==> config.mk <==
export PLATFORM = sky130hd
export DESIGN_NAME = unit_input_queue
export DESIGN_NICKNAME = d
export VERILOG_FILES = /design/src/rtl/unit_input_queue_pkg.sv /design/src/rtl/wrap_counter.sv /design/src/rtl/unit_input_queue.sv
export SDC_FILE = /design/constraint.sdc
export NUM_CORES = 1
export LEC_CHECK = 0
export CORE_MARGIN = 3
export CORE_UTILIZATION = 35
export DETAILED_ROUTE_END_ITERATION = 12
export GPL_TIMING_DRIVEN = 0
export MAX_ROUTING_LAYER = met4
export PLACE_DENSITY = 0.67
export SETUP_SLACK_MARGIN = 0.02
export SLEW_MARGIN = 0
export SYNTH_ARGS = -nofsm -noshare
export SYNTH_HDL_FRONTEND = slang
export SYNTH_SLANG_ARGS = --single-unit
export TNS_END_PERCENT = 10
==> constraint.sdc <==
create_clock -name clk -period 5.5 [get_ports clk]
set_input_delay 1.375 -clock clk [delete_from_list [all_inputs] [get_ports clk]]
set_output_delay 1.375 -clock clk [all_outputs]
set_load 0.05 [all_outputs]
==> src/rtl/unit_input_queue_pkg.sv <==
// Shared types and defaults for the execution-unit input queue.
// The instruction id type is a stand-in for the processor-wide id type; its
// width is sized to hold the ids a small in-flight window needs.
package unit_input_queue_pkg;

    localparam int UNIT_INPUT_QUEUE_DEFAULT_DEPTH = 4;
    localparam int ID_W = 4;

    typedef logic [ID_W-1:0] id_t;

endpackage

==> src/rtl/wrap_counter.sv <==
// Modulo counter that counts 0..MAX and wraps back to 0.
// MAX need not be one less than a power of two, so arbitrary queue depths work.
module wrap_counter #(
    parameter int MAX = 3,
    localparam int W = (MAX < 1) ? 1 : $clog2(MAX + 1)
) (
    input  logic         clk,
    input  logic         rst,
    input  logic         inc_i,
    output logic [W-1:0] value_o
);

    logic [W-1:0] value_q;

    // Advance on inc_i, wrapping from MAX to zero.
    always_ff @(posedge clk or posedge rst) begin
        if (rst) begin
            value_q <= '0;
        end else if (inc_i) begin
            value_q <= (value_q == W'(MAX)) ? '0 : value_q + 1'b1;
        end
    end

    assign value_o = value_q;

endmodule

==> src/rtl/unit_input_queue.sv <==
// Input queue of a multi-cycle execution unit (div, mul, csr).
// Accepts issued ops while not full and hands them to the unit datapath in
// issue order over a valid/ack port. Outputs are gated to zero while empty.
// Optional feature: define UNIT_INPUT_QUEUE_BYPASS_EN to present an op to the
// datapath in the same cycle it is issued into an empty queue.
module unit_input_queue
    import unit_input_queue_pkg::*;
#(
    parameter int DEPTH  = UNIT_INPUT_QUEUE_DEFAULT_DEPTH,
    parameter int DATA_W = 64,
    localparam int CNT_W = $clog2(DEPTH + 1),
    localparam int PTR_W = $clog2(DEPTH)
) (
    input  logic              clk,
    input  logic              rst,
    output logic              ready,
    input  logic              new_request,
    input  id_t               id,
    input  logic [DATA_W-1:0] in_data,
    output logic              out_valid,
    output id_t               out_id,
    output logic [DATA_W-1:0] out_data,
    input  logic              out_ack,
    output logic [CNT_W-1:0]  occupancy
);

    // The entry layout depends on DATA_W, so it lives here rather than in the package.
    typedef struct packed {
        id_t               id;
        logic [DATA_W-1:0] data;
    } entry_t;

    entry_t             mem_q [DEPTH];
    logic [CNT_W-1:0]   count_q;
    logic [CNT_W-1:0]   count_d;
    logic [PTR_W-1:0]   rdPtr;
    logic [PTR_W-1:0]   wrPtr;
    logic               storedValid;
    logic               enqFire;
    logic               deqFire;
    entry_t             headEntry;

    assign storedValid = (count_q != '0);
    assign ready       = (count_q != CNT_W'(DEPTH));
    assign occupancy   = count_q;
    assign headEntry   = mem_q[rdPtr];
    assign deqFire     = storedValid & out_ack;

`ifdef UNIT_INPUT_QUEUE_BYPASS_EN
    logic bypassHit;
    logic bypassConsumed;

    // An op issued into an empty queue is shown immediately; if the datapath
    // takes it in that same cycle it never needs to be stored.
    assign bypassHit      = ~storedValid & new_request;
    assign bypassConsumed = bypassHit & out_ack;
    assign enqFire        = new_request & ready & ~bypassConsumed;
    assign out_valid      = storedValid | bypassHit;

    // Head comes from storage when anything is held, else from the issue port.
    always_comb begin
        out_id   = '0;
        out_data = '0;
        if (storedValid) begin
            out_id   = headEntry.id;
            out_data = headEntry.data;
        end else if (bypassHit) begin
            out_id   = id;
            out_data = in_data;
        end
    end
`else
    assign enqFire   = new_request & ready;
    assign out_valid = storedValid;

    // Head comes only from storage and reads as zero while empty.
    always_comb begin
        out_id   = '0;
        out_data = '0;
        if (storedValid) begin
            out_id   = headEntry.id;
            out_data = headEntry.data;
        end
    end
`endif

    // Occupancy is unchanged when an enqueue and a dequeue coincide.
    always_comb begin
        count_d = count_q;
        case ({enqFire, deqFire})
            2'b10:   count_d = count_q + 1'b1;
            2'b01:   count_d = count_q - 1'b1;
            default: count_d = count_q;
        endcase
    end

    // Occupancy register; reset discards every held entry.
    always_ff @(posedge clk or posedge rst) begin
        if (rst) begin
            count_q <= '0;
        end else begin
            count_q <= count_d;
        end
    end

    // Storage is left unreset so it can map onto distributed RAM.
    always_ff @(posedge clk) begin
        if (enqFire) begin
            mem_q[wrPtr] <= '{id: id, data: in_data};
        end
    end

    wrap_counter #(.MAX(DEPTH - 1)) uRdPtr (
        .clk     (clk),
        .rst     (rst),
        .inc_i   (deqFire),
        .value_o (rdPtr)
    );

    wrap_counter #(.MAX(DEPTH - 1)) uWrPtr (
        .clk     (clk),
        .rst     (rst),
        .inc_i   (enqFire),
        .value_o (wrPtr)
    );

endmodule
**Yosys cells after proc, flatten, opt, wreduce, memory -nomap -nowiden**

Memories as Yosys holds them, arrays and structs flattened.
Index checks and enable logic that the tools add are counted.

- Flip-flop bits (word level): 7
- RAM bits: 272
- Bits of input ports: 72
- Memories: 1

Memory list:

| memory | depth | width | read ports | clocked after Yosys merged registers in | write ports | line | source |
|---|---|---|---|---|---|---|---|
| mem_q | 4 | 68 | 1 | 0 | 1 | unit_input_queue.sv:33 | `entry_t mem_q [DEPTH];` |

- Bitwise logic cells: 2
- Muxes and demuxes: 7
- Add/subtract/negate cells: 4
- Reductions and logical operators: 2
- Equal/unequal tests: 5

Operator list:

| kind | number |
|---|---|
| $mux W64 | 1 |
| $eq A2 B2 Y1 const B | 3 |
| $pmux W3 S2 | 1 |
| $add A2 B1 Y2 const B | 2 |
| $mux W2 | 2 |
| $mux W4 | 1 |
| $add A3 B1 Y3 const B | 1 |
| $ne A3 B3 Y1 const B | 1 |
| $reduce_bool A3 Y1 | 1 |
| $sub A3 B1 Y3 const B | 1 |
| $and A1 B1 Y1 | 2 |
| $eq A2 B1 Y1 const B | 1 |
| $mux W1 | 2 |
| $reduce_bool A2 Y1 | 1 |

**Longest topological paths before layout**

Gate-level depths: netlist of run 1.

- Word-level depth: 4
- Depth in mapped cells: 9
- Gate-level depth less buffers: 9

**Modules after synthesis**

From an unflattened synthesis of run 1, not the netlist that was laid out.

- Cell total of the unflattened synthesis: 469
- Area, all modules: 10,682.7 µm²

Modules (own cells, without submodules):

| module | instances | cells each | area an instance (µm²) |
|---|---|---|---|
| unit_input_queue | 1 | 455 | 10,497.6 |
| wrap_counter | 2 | 7 | 92.6 |

**Worst setup path after synthesis of run 1**

Ideal clock, no wire load.

- Path type: register to output
- Start: register count_q[0], in the netlist occupancy[0]
- End: output out_data[54]
- Setup slack: 2.050 ns
- Cell stages (with the launch flop): 5
- Path buffers: 2
- Data arrival time: 2.075 ns
- Cell sequence: dfrtp_1 -> or3_1 -> buf_2 -> clkbuf_1 -> and2_1

- Longest elaborated chain between the ends: 2

Ends and longest elaborated chain:

| item | line | source |
|---|---|---|
| start: declaration | unit_input_queue.sv:34 | `logic [CNT_W-1:0] count_q;` |
| start signal: assignment | unit_input_queue.sv:102 | `count_q <= count_d;` |
| $reduce_bool A3 Y1 | unit_input_queue.sv:43 | `assign storedValid = (count_q != '0);` |
| net out_valid | unit_input_queue.sv:20 | `output logic out_valid,` |
| $mux W64 | unit_input_queue.sv:80 | `if (storedValid) begin` |
| end: declaration | unit_input_queue.sv:22 | `output logic [DATA_W-1:0] out_data,` |

The timed path passes the listed nets, and every way through them passes these cells.

**Final worst setup path of run 1**

- Start: register uRdPtr.value_q[1], in the netlist uRdPtr.value_o[1]
- End: output out_data[51]

- Longest elaborated chain between the ends: 2

Ends and longest elaborated chain:

| item | line | source |
|---|---|---|
| start: declaration | wrap_counter.sv:13 | `logic [W-1:0] value_q;` |
| start signal: assignment | wrap_counter.sv:20 | `value_q <= (value_q == W'(MAX)) ? '0 : value_q + 1'b1;` |
| $mem_v2 Z4 W68 | -- |  |
| $mux W64 | unit_input_queue.sv:80 |  |

Every way passes these cells.

==> flow_metrics.env, run 1 <==
export IMPL_nets=729
export IMPL_grt_overflow_total=0
export IMPL_clk_insertion_delay_late_ns=0.52
export IMPL_cp_num_buf_inv=3
export IMPL_grt_max_degree=36
export IMPL_slowest_stage="clkdlybuf4s50_1"
export IMPL_ys_top_cells_by_area="edfxtp_1 76%, mux4_2 14%, and2_1 4.0%"
export IMPL_hold_viol_final=0
export IMPL_cp_end_kind="primary output"
export IMPL_dieArea_mm2=0.0328
export IMPL_tightestPinTransition_ns=0.664
export IMPL_finalSetupViolCount=0
export IMPL_final_max_slew_violation_count=0
export IMPL_fmax_mhz=231
export IMPL_htreeDepth=1
export IMPL_status="complete, no violations"
export IMPL_arrival_ns=2.96
export IMPL_clkTransAtPathRegs_ns=0.06
export IMPL_final_cell_area_mm2=0.0137
export IMPL_crit_type="reg2out"
export IMPL_muxShareOfSynthArea_pct=14.9
export IMPL_synth_compound_area_share_pct=0
export IMPL_row_count=63
export IMPL_multi_input_area_mm2=0.00223
export IMPL_fin_hold_ws_ns=0.527
export IMPL_cts_buffer_depth=3
export IMPL_grt_pass1_wl_mm=33.1
export IMPL_drive_above_1_share_pct=20.0
export IMPL_fin_cells=1060
export IMPL_grt_setup_unrepaired="false"
export IMPL_cp_max_fo=10
export IMPL_cts_resized_gates=0
export IMPL_drc=0
export IMPL_hold_path_class="reg2reg"
export IMPL_crit_family="buffers and inverters"
export IMPL_ys_warn_count=0
export IMPL_wl_mm=21.2
export IMPL_max_stage_delay_ns=0.71
export IMPL_ant_nets=0
export IMPL_viasPerCell=4.82
export IMPL_place_detailed_instances=1010
export IMPL_pin_count=145
export IMPL_clock_sinks=279
export IMPL_netlist_area_leader_share_pct=76.1
export IMPL_syn_inst=472
export IMPL_grt_antenna_before_repair=0
export IMPL_numCtsBuffers=28
export IMPL_drv_cap=0
export IMPL_setup_tns_ns=0
export IMPL_synth_top_family_by_area="multiplexers"
export IMPL_syn_nets=551
export IMPL_n_antenna_cell=0
export IMPL_netlist_area_mm2=0.0107
export IMPL_cts_tree="built"
export IMPL_coreArea_mm2=0.0300
export IMPL_ys_ff_latch=279
export IMPL_grt_util_all_layers_pct=13.3
export IMPL_fin_skew_ns=0.00423
export IMPL_drtIter0Drc=280
export IMPL_fillCellCount=2499
export IMPL_final_common_cell="edfxtp_1"
export IMPL_regArea_mm2=0.00834
export IMPL_postCtsHoldBufs=0
export IMPL_fin_crit_ns=4.34
export IMPL_synthSimpleGateAreaFrac_pct=4.61
export IMPL_dieHeight_um=181
export IMPL_vias=5110
export IMPL_cts_root_buf="clkbuf_16"
export IMPL_final_cell_mix="272 x edfxtp_1, 144 x clkdlybuf4s50_1, 68 x mux4_2, 68 x and2_1, 29 x clkbuf_16"
export IMPL_area_delta_synth_final_pct=27.2
export IMPL_place_hpwl_mm=13.7
export IMPL_slew_headroom_pct=55.8
export IMPL_ys_seq_area_share_pct=77.7
export IMPL_post_cts_buffers=0
export IMPL_place_congestion=0.725
export IMPL_synth_area_per_cell_um2=22.7
export IMPL_synth_xor_area_share_pct=0.245
export IMPL_synthAdderAreaFrac_pct=0.886
export IMPL_dieWidth_um=181
export IMPL_port_buffers=144
export IMPL_cp_start_kind="register"
export IMPL_wl_per_cell_um=20.0
export IMPL_cp_required_ns=4.12
export IMPL_ys_types=21
export IMPL_place_area_mm2=0.0128
export IMPL_start_util_pct=35.8
export IMPL_synth_largest_area_cell="edfxtp_1"
export IMPL_period_share_pct=78.8
export IMPL_drt_pass1_iter_count=4
export IMPL_crit_chain="buf_2, clkbuf_1, mux4_2, and2_1, clkdlybuf4s50_1"
export IMPL_first_global_vias=5797
-- area by class of cell --
class / instances / area share [%]
clock inverter: 13 / 0.990
multi-input combinational: 162 / 16.3
tap: 390 / 3.57
clock buffer: 37 / 5.54
buffer: 24 / 1.12
inverter: 7 / 0.192
sequential: 279 / 61.1
timing repair buffer: 148 / 11.1
-- kinds of logic after synthesis --
kind of cell               count (synthesis)
buffers and inverters                     31
xor gates and xnor gates                   3
DFF                                      279
muxes                                     73
and+or+nand+nor                           79
adders and majority gates                  7
-- per-stage QoR --
stage / setup WS (ns) / utilization (%)
3_3_place_gp: 0.296 / 42.3
5_1_grt: 1.00 / 45.6
3_5_place_dp: 1.64 / 42.6
2_1_floorplan: 2.05 / -
6_report: 1.16 / 45.6
4_1_cts: 1.07 / 45.6
-- worst paths after layout --
path,from,endpoint,slack [ns],cells after the start
setup / recovery,uRdPtr.value_o[1],out_data[51],1.16,5
hold / removal,occupancy[2],occupancy[2],0.53,1
setup reg to reg,occupancy[0],occupancy[2],3.17,9
hold reg to reg,occupancy[2],occupancy[2],0.53,1
max in group asynchronous,rst,occupancy[0],4.14,2
min in group asynchronous,rst,uWrPtr.value_o[0],1.13,2
-- routing by layer --
metal | GRT usage, % | routed length [um] | vias to the layer above
li1 | - | - | 2272
met1 | 15.8 | 8550 | 2667
met2 | 23.8 | 11200 | 148
met3 | 2.40 | 1180 | 23
met4 | 2.50 | 258 | 0
met5 | - | 0 | -
-- Yosys cell counts, drive strengths merged --
library cell,number
edfxtp,272
and2,70
mux4,68
buf,14
clkbuf,10
dfrtp,7
inv,7
ha,6
and3,4
mux2,4
nor2,3
xor2,2
fa,1
mux2i,1
or3,1
or3b,1
xnor2,1
-- flip-flops by register name, indices dropped and copies added (netlist names) --
name and count:
uRdPtr.value_o 2, uWrPtr.value_o 2, occupancy 3, mem_q 272
Power of run 1 is not shown: default switching activity piles up to over one toggle a cycle in this logic, so the estimate is an artifact.
==> run 2: changes to the inputs <==
--- a/config.mk
+++ b/config.mk
@@ -10,7 +10,7 @@
 export DETAILED_ROUTE_END_ITERATION = 12
 export GPL_TIMING_DRIVEN = 0
 export MAX_ROUTING_LAYER = met4
-export PLACE_DENSITY = 0.67
+export PLACE_DENSITY = 0.69
 export SETUP_SLACK_MARGIN = 0.02
 export SLEW_MARGIN = 0
 export SYNTH_ARGS = -nofsm -noshare
==> constraint.sdc (replaced) <==
create_clock -name clk -period 3.8 [get_ports clk]
set_input_delay 0.95 -clock clk [delete_from_list [all_inputs] [get_ports clk]]
set_output_delay 0.95 -clock clk [all_outputs]
set_load 0.05 [all_outputs]
==> run 2 against run 1 <==
- wire length up 1.1%
- flip-flop and latch count unchanged
- hold slack worse by 0.013 ns
- global-route usage about the same
==> flow_metrics.env, run 2 (synthesis gave the netlist of run 1 again) <==
export IMPL_grt_util_all_layers_pct=13.2
export IMPL_largest_reg_flops=272
export IMPL_clkTransAtPathRegs_ns=0.06
export IMPL_cp_max_fo=10
export IMPL_wl_mm=21.4
export IMPL_final_cell_area_mm2=0.0137
export IMPL_place_congestion=0.691
export IMPL_clock_sinks=279
export IMPL_total_leakage_power_nw=4.61
export IMPL_drc=0
export IMPL_arrival_ns=2.71
export IMPL_fin_crit_ns=3.66
export IMPL_combPwrFrac_pct=44.7
export IMPL_drive_above_1_share_pct=21.3
export IMPL_htreeDepth=1
export IMPL_crit_type="reg2out"
export IMPL_grt_pass1_wl_mm=32.4
export IMPL_place_area_mm2=0.0128
export IMPL_ant_nets=0
export IMPL_cp_required_ns=2.85
export IMPL_critPathCapture="out_data[56]"
export IMPL_preCtsSetupSlack_ns=0.345
export IMPL_drt_pass1_iter_count=4
export IMPL_cts_buffer_depth=3
export IMPL_hold_path_class="reg2reg"
export IMPL_critPathLaunch="uRdPtr.value_o[1]"
export IMPL_final_util_pct=45.6
export IMPL_finalSetupViolCount=0
export IMPL_rr_worst_depth=9
export IMPL_top_register="mem_q"
export IMPL_vias=5090
export IMPL_final_common_cell="edfxtp_1"
export IMPL_r2r_start="occupancy[0]"
export IMPL_final_cell_mix="272 x edfxtp_1, 76 x clkdlybuf4s50_1, 68 x mux4_2, 68 x and2_1, 67 x dlygate4sd2_1"
export IMPL_first_global_vias=5596
export IMPL_worst_slack_ns=0.141
export IMPL_cts_root_buf="clkbuf_16"
export IMPL_p_switching_mw=4.94
export IMPL_cts_tree="built"
export IMPL_peakVddDrop_mv=0.597
export IMPL_post_cts_buffers=0
export IMPL_grt_antenna_before_repair=2
export IMPL_clk_insertion_delay_late_ns=0.54
export IMPL_hold_viol_final=0
export IMPL_cp_end_kind="primary output"
export IMPL_reg2reg_slack_ns=1.53
export IMPL_slew_headroom_pct=61.1
export IMPL_viasPerCell=4.78
export IMPL_seq_power_share_pct=33.4
export IMPL_dieHeight_um=181
export IMPL_postCtsHoldBufs=0
export IMPL_fmax_mhz=273
export IMPL_grt_overflow_total=0
export IMPL_status="complete, no violations"
export IMPL_numCtsBuffers=29
export IMPL_row_count=63
export IMPL_grt_setup_unrepaired="true"
export IMPL_r2r_end="occupancy[2]"
export IMPL_period_share_pct=96.3
export IMPL_area_delta_synth_final_pct=27.2
export IMPL_p_int_mw=7.63
export IMPL_grt_max_degree=42
export IMPL_dieArea_mm2=0.0328
export IMPL_start_util_pct=35.8
export IMPL_final_max_slew_violation_count=0
export IMPL_tightestPinTransition_ns=0.586
export IMPL_drv_cap=0
export IMPL_nets=730
export IMPL_coreArea_mm2=0.0300
export IMPL_power_share_clock_pct=21.9
export IMPL_dieWidth_um=181
export IMPL_switching_share_pct=39.3
export IMPL_place_hpwl_mm=13.3
export IMPL_cp_start_kind="register"
export IMPL_power_density_mw_per_mm2=921
export IMPL_port_buffers=144
export IMPL_fin_skew_ns=0.00844
export IMPL_pin_count=145
export IMPL_wl_per_cell_um=20.1
export IMPL_drtIter0Drc=280
-- run 2: cell types whose count changed in the layout (fill, tap and decap cells not counted), moves of 4 or more --
cell             before  now
clkbuf_2              0    5
buf_16                0    4
clkdlybuf4s50_1     144   76
buf_12                4    0
dlygate4sd2_1         0   67
clkbuf_1             18   10
-- run 2: layout make-up --
class                      instances  area [um2]
clock inverter                    16         159
multi-input combinational        162        2230
sequential                       279        8340
inverter                           7        26.3
timing repair buffer             148        1470
antenna                            2        5.00
fill                            2584       16300
clock buffer                      36         772
tap                              390         488
buffer                            24         159
-- run 2: layer usage --
layer | vias to the layer above | track usage [%] | routed length [um]
met5 | - | - | 0
met4 | 0 | 3.87 | 632
met3 | 44 | 2.70 | 1060
met2 | 138 | 22.2 | 10600
met1 | 2626 | 16.3 | 9090
li1 | 2282 | - | -
-- run 2: what timing repair did --
| action | 4_1_cts | 5_1_grt |
|---|---|---|
| gates resized for setup | 72 | 1 |
| setup endpoints to repair | 68 | 5 |
| pin swaps | 0 | 0 |
-- run 2: power by group through the flow --
stage	clock network [mW]	registers (mW)	logic [mW]
detailed placement	0	4.27	6.15
global placement	0	4.33	6.03
finish	2.75	4.20	5.62
floorplan	0	4.32	4.09
CTS	2.84	4.21	5.77
global route	2.95	4.25	5.96
-- run 2: critical path, cell delays in order (launching register included) --
cell and delay [ns]:
dfrtp_1 0.34, buf_2 0.28, buf_2 0.36, buf_4 0.26
mux4_2 0.33, and2_1 0.17, dlygate4sd2_1 0.41
-- run 2: worst min-delay path by stage --
| stage | to | start | depth (start not counted) | slack, ns |
|---|---|---|---|---|
| after floorplan | uWrPtr.value_o[1] | uWrPtr.value_o[1] | 1 | 0.53 |
| after global placement | occupancy[2] | occupancy[2] | 1 | 0.50 |
| after detailed placement | occupancy[2] | occupancy[2] | 1 | 0.51 |
| after CTS | occupancy[2] | occupancy[2] | 1 | 0.52 |
| after global routing | occupancy[2] | occupancy[2] | 1 | 0.56 |
| final | occupancy[2] | occupancy[2] | 1 | 0.51 |
-- run 2: stage by stage --
step / setup TNS, ns / std cells / hold WS, ns / total power [mW]
after floorplan: 0 / 472 / 0.534 / 8.40
after global placement: -315.54 / 1006 / 0.498 / 10.4
after detailed placement: 0 / 1010 / 0.509 / 10.4
after CTS: 0 / 1062 / 0.521 / 12.8
after global routing: 0 / 1064 / 0.556 / 13.2
final: 0 / 1064 / 0.514 / 12.6
Power figures use the tool's default switching activity.
